`src/rtl/imm_ext_pkg.sv`:
```
// imm_ext_pkg
// Shared constants for the immediate extender and the decode stage:
//   MODE_*  : 2-bit extension mode select (decode drives these onto `mode`)
//   ST_*    : 2-bit occupancy state of the extender's output buffer
package imm_ext_pkg;

    localparam logic [1:0] MODE_ZERO   = 2'd0;
    localparam logic [1:0] MODE_SIGN   = 2'd1;
    localparam logic [1:0] MODE_UPPER  = 2'd2;
    localparam logic [1:0] MODE_BRANCH = 2'd3;

    localparam logic [1:0] ST_EMPTY = 2'd0;
    localparam logic [1:0] ST_ONE   = 2'd1;
    localparam logic [1:0] ST_FULL  = 2'd2;

endpackage

```
`src/rtl/imm_ext_core.sv`:
```
// imm_ext_core
// Purely combinational immediate extender, shared with the single-cycle
// datapath.
//   imm    [IN_W-1:0]  raw immediate field
//   mode   [1:0]       MODE_ZERO / MODE_SIGN / MODE_UPPER / MODE_BRANCH
//   result [OUT_W-1:0] extended immediate
// IN_W must satisfy 1 <= IN_W <= OUT_W-2.
module imm_ext_core
    import imm_ext_pkg::*;
#(
    parameter int IN_W  = 16,
    parameter int OUT_W = 32
) (
    input  logic [IN_W-1:0]  imm,
    input  logic [1:0]       mode,
    output logic [OUT_W-1:0] result
);

    localparam int PAD_W = OUT_W - IN_W;

    logic [OUT_W-1:0] zero_ext;
    logic [OUT_W-1:0] sign_ext;

    assign zero_ext = {{PAD_W{1'b0}}, imm};
    assign sign_ext = {{PAD_W{imm[IN_W-1]}}, imm};

    always_comb begin
        result = zero_ext;
        case (mode)
            MODE_ZERO:   result = zero_ext;
            MODE_SIGN:   result = sign_ext;
            MODE_UPPER:  result = {imm, {PAD_W{1'b0}}};
            // The two dropped MSBs are sign copies because PAD_W >= 2.
            MODE_BRANCH: result = {sign_ext[OUT_W-3:0], 2'b00};
            default:     result = zero_ext;
        endcase
    end

endmodule

```
`src/rtl/imm_extend_pipe.sv`:
```
// imm_extend_pipe
// Immediate extender with a registered valid/ready output stage backed by a
// 2-entry skid buffer (main + skid), giving full throughput without a
// combinational ready path.
//   clk, reset           clock, asynchronous active-high reset
//   in_valid / in_ready  upstream handshake (in_ready from state only)
//   imm [IN_W-1:0], mode input immediate and extension mode
//   out_valid/out_ready  downstream handshake
//   ext_imm [OUT_W-1:0]  extended immediate (main register)
//
// state    | meaning
// ---------+----------------------------------------------
// ST_EMPTY | nothing buffered, out_valid=0
// ST_ONE   | main holds a result, skid unused
// ST_FULL  | main and skid both hold results, in_ready=0
module imm_extend_pipe
    import imm_ext_pkg::*;
#(
    parameter int IN_W  = 16,
    parameter int OUT_W = 32
) (
    input  logic             clk,
    input  logic             reset,
    input  logic             in_valid,
    output logic             in_ready,
    input  logic [IN_W-1:0]  imm,
    input  logic [1:0]       mode,
    output logic             out_valid,
    input  logic             out_ready,
    output logic [OUT_W-1:0] ext_imm
);

    logic [1:0]       state_q, state_d;
    logic [OUT_W-1:0] main_q, main_d;
    logic [OUT_W-1:0] skid_q, skid_d;
    logic [OUT_W-1:0] ext_result;
    logic             in_fire;
    logic             out_fire;

    imm_ext_core #(
        .IN_W  (IN_W),
        .OUT_W (OUT_W)
    ) u_core (
        .imm    (imm),
        .mode   (mode),
        .result (ext_result)
    );

    assign in_ready  = (state_q != ST_FULL);
    assign out_valid = (state_q != ST_EMPTY);
    assign ext_imm   = main_q;
    assign in_fire   = in_valid & in_ready;
    assign out_fire  = out_valid & out_ready;

    always_comb begin
        state_d = state_q;
        main_d  = main_q;
        skid_d  = skid_q;
        case (state_q)
            ST_EMPTY: begin
                if (in_fire) begin
                    main_d  = ext_result;
                    state_d = ST_ONE;
                end
            end
            ST_ONE: begin
                if (in_fire && out_fire) begin
                    main_d = ext_result;
                end else if (in_fire) begin
                    skid_d  = ext_result;
                    state_d = ST_FULL;
                end else if (out_fire) begin
                    state_d = ST_EMPTY;
                end
            end
            ST_FULL: begin
                if (out_fire) begin
                    main_d  = skid_q;
                    state_d = ST_ONE;
                end
            end
            default: begin
                state_d = ST_EMPTY;
            end
        endcase
    end

    always_ff @(posedge clk or posedge reset) begin
        if (reset) begin
            state_q <= ST_EMPTY;
            main_q  <= '0;
            skid_q  <= '0;
        end else begin
            state_q <= state_d;
            main_q  <= main_d;
            skid_q  <= skid_d;
        end
    end

endmodule

```
`config.mk`:
```
export PLATFORM = sky130hd
export DESIGN_NAME = imm_extend_pipe
export DESIGN_NICKNAME = d
export VERILOG_FILES = /design/src/rtl/imm_ext_pkg.sv /design/src/rtl/imm_ext_core.sv /design/src/rtl/imm_extend_pipe.sv
export SDC_FILE = /design/constraint.sdc
export NUM_CORES = 1
export LEC_CHECK = 0
export CAP_MARGIN = 15
export CORE_ASPECT_RATIO = 1.75
export CORE_MARGIN = 5
export CORE_UTILIZATION = 50
export CTS_BUF_LIST = sky130_fd_sc_hd__clkbuf_4
export CTS_CLUSTER_DIAMETER = 120
export CTS_CLUSTER_SIZE = 20
export DETAILED_ROUTE_END_ITERATION = 16
export PLACE_DENSITY = 0.78
export SYNTH_ARGS = -nofsm -noshare
export SYNTH_HDL_FRONTEND = slang
export SYNTH_SLANG_ARGS = --single-unit
```
`constraint.sdc`:
```
create_clock -name clk -period 1.7 [get_ports clk]
set_input_delay 0.17 -clock clk [delete_from_list [all_inputs] [get_ports clk]]
set_output_delay 0.17 -clock clk [all_outputs]
set_load 0.02 [all_outputs]
```
==> results.ini <==
[status]
status = finished, final reports clean

[power_and_ir_drop]
seqPwrFrac_pct = 42.5
power_mw = 5.74
p_int_mw = 3.78
p_per_area_nw_per_um2 = 1320
power_switching_share_pct = 34.2
power_frac_comb_pct = 39.9
power.leakage_nw = 1.80
ir_drop_uv = 834
pwr-share-clk_pct = 17.6
p_sw_mw = 1.96

[clock_network]
cts_tree = done
clk_latency_ns = 0.43
clkSlewWorstSetupHoldPaths_ns = 0.12
cts_sinks = 66
cts-root-buf = clkbuf_4
htreeDepth = 3
holdBufCountCts = 0
clock_path_buffers = 2
numCtsBuffers = 9

[worst_setup_path]
reg2reg_depth = 5
cp.depth = 1
max_stage_delay_ns = 0.62
worst_path_max_delay_cell = clkdlybuf4s50_1
critPathKind = reg -> out
r2r_slack_ns = 0.13
start_kind = flip-flop
crit_chain = clkdlybuf4s50_1
crit_end = ext_imm[30]
cp_num_buf_inv = 1
r2r_start = state_q[1]
crit_fanout = 2
crit_family = buffers and inverters
crit_required_ns = 1.53
arrival_ns = 1.45
r2r_end = ext_imm[7]
critPathLaunch = ext_imm[30]
end_kind = output pin

[detailed_routing]
vias_per_cell = 5.77
drc = 0
via_count = 2713
drtIter0Drc = 353
ant_nets = 0
dr.pass1.iters = 4
detail_route.wl_per_cell_um = 17.6
drt_wl_total_um = 8270

[grt]
grt_pass1_wl_um = 13800
overflow = 0
antenna_found_initial = 0
grt_max_degree = 59
first_global_vias = 2729
grt_use_total_pct = 20.5

[yosys]
postSynthCellCount = 324
syn_nets = 346
netlist-cell-type-count = 31
synth_area_per_cell_um2 = 10.7
synth_area_um2 = 3470
yosys_warnings = 0
yosysSeqAreaShare_pct = 47.6
ys_ff_latch = 66

[die]
die-area_um2 = 8780
core_area_um2 = 6810
ioPinCount = 56
die-width_um = 73.0
start_util_pct = 51.0
fp-row-count = 40
dieHeight_um = 120

[hold_path]
hp-class = in -> async

[timing]
rsz0062_at_grt = no
fin_setup_tns_ns = 0
timing.fmax_ghz = 0.616
final_max_slew_viol_count = 0
final_hold_viol_count = 0
period_needed_ns = 1.62
period_share_pct = 95.5
relSlewSlack_pct = 73.6
setup-violations-final = 0
clock-skew-final_ns = 0.0117
finalWorstSetupSlack_ns = 0.0766
worst_pin_slew_ns = 0.395

[cells_and_area]
drive_gt1_share_pct = 19.2
syn2layout_area_growth_pct = 25.2
nFillCells = 580
diodes = 0
final_nets = 403

[placement]
dp_hpwl_um = 5640
dp_slack_ns = -0.0916
place.gp.congestion = 0.799
portBuffers = 55

[job]
cap_violations = 0

-- power by group through the flow --
stage	combinational, mW	clock (mW)	sequential (mW)
after CTS	2.31	1.03	2.44
final	2.29	1.01	2.44
after detailed placement	2.27	0	2.48
after global placement	2.22	0	2.45
after floorplan	1.12	0	2.71
after global routing	2.46	1.10	2.52
-- worst min-delay path by stage --
stage / cells past startpoint / from / to
2_1_floorplan: 1 / out_ready / state_q[1]
3_3_place_gp: 2 / skid_q[0] / skid_q[0]
3_5_place_dp: 2 / skid_q[0] / skid_q[0]
4_1_cts: 2 / reset / ext_imm[16]
5_1_grt: 2 / reset / ext_imm[27]
6_report: 2 / reset / skid_q[31]
-- cells in the final DEF (no fill, tap or decap), types with 2 or more instances in the layout --
master / netlist / final
clkdlybuf4s50_1: 0 / 53
buf_4: 1 / 15
a31oi_1: 56 / 56
nand3_1: 15 / 15
nor2_1: 28 / 28
clkinv_1: 0 / 2
nand3b_1: 15 / 15
mux2_2: 3 / 3
clkbuf_4: 0 / 9
clkinvlp_4: 0 / 2
nand2_1: 9 / 9
buf_12: 0 / 7
dfrtp_1: 66 / 64
nor3b_1: 29 / 29
dfrtp_2: 0 / 2
nand2b_1: 15 / 15
mux2_4: 27 / 27
o21ai_0: 4 / 4
mux2i_1: 5 / 5
a21oi_1: 2 / 2
clkinv_2: 0 / 3
inv_1: 6 / 5
nor2b_1: 2 / 2
-- Yosys cell counts --
cell type  count  area, um^2
a21oi_1        2        10.0
a221o_1        1        10.0
a31oi_1       56         350
and3b_1        1        8.76
and4bb_2       1        12.5
buf_1          3        11.3
buf_2         14        70.1
buf_4          1        7.51
buf_6          4        45.0
clkbuf_1       9        33.8
dfrtp_1       66        1650
inv_1          6        22.5
mux2_2         3        33.8
mux2_4        27         405
mux2i_1        5        50.1
mux2i_2        1        13.8
nand2_1        9        33.8
nand2b_1      15        93.8
nand3_1       15        75.1
nand3b_1      15         113
nand4bb_1      1        11.3
nor2_1        28         105
nor2b_1        2        12.5
nor3b_1       29         218
o211ai_1       1        7.51
o21ai_0        4        20.0
o21ai_4        1        16.3
o22ai_1        1        6.26
o2bb2ai_1      1        8.76
or2_2          1        6.26
or3b_2         1        8.76
-- per-stage QoR --
| step | util (%) | cells | area [um^2] | hold slack [ns] |
|---|---|---|---|---|
| 3_5_place_dp | 61.6 | 451 | 4190 | 0.469 |
| 3_3_place_gp | 61.6 | 451 | 4190 | 0.459 |
| 2_1_floorplan | - | 324 | 3480 | 0.282 |
| 5_1_grt | 63.8 | 470 | 4350 | 0.0946 |
| 4_1_cts | 63.8 | 470 | 4340 | 0.0537 |
| 6_report | 63.8 | 470 | 4350 | 0.0765 |
-- cell type report --
type	instances	area, um^2	area share (%)
clock inverters	7	60.1	1.38
clock buffers	9	67.6	1.55
well taps	84	105	2.42
multi-input cells	221	1630	37.5
inverters	6	26.3	0.605
flip-flops and latches	66	1650	38.1
repair buffers	77	802	18.5
-- kinds of logic (layout without fill, tap and decap cells) --
kind of cell	Yosys count	count (layout)	synth area share [%]
muxes	36	36	14.5
DFF	66	66	47.6
buffers and inverters	37	99	5.48
and+or+nand+nor	118	118	20.1
AOI/OAI and AO/OA	67	67	12.4
-- registers in the layout, summed over array words and instances (netlist names) --
signal	cells
ext_imm	32
skid_q	32
state_q	2
-- layer usage --
layer	GRT usage (%)	routed length [um]	vias up
met5	0	0	-
met4	7.16	65	0
met3	4.24	271	6
met2	33.7	4500	63
met1	26.4	3430	1355
li1	-	-	1289
-- repair_timing --
action / CTS / global route
pin swaps: 0 / 0
hold endpoints to repair: 0 / 0
gates resized for setup: 4 / 1
setup buffers: 3 / 0
setup endpoints to repair: 2 / 1
No activity file was read; power rests on OpenSTA's default activity.
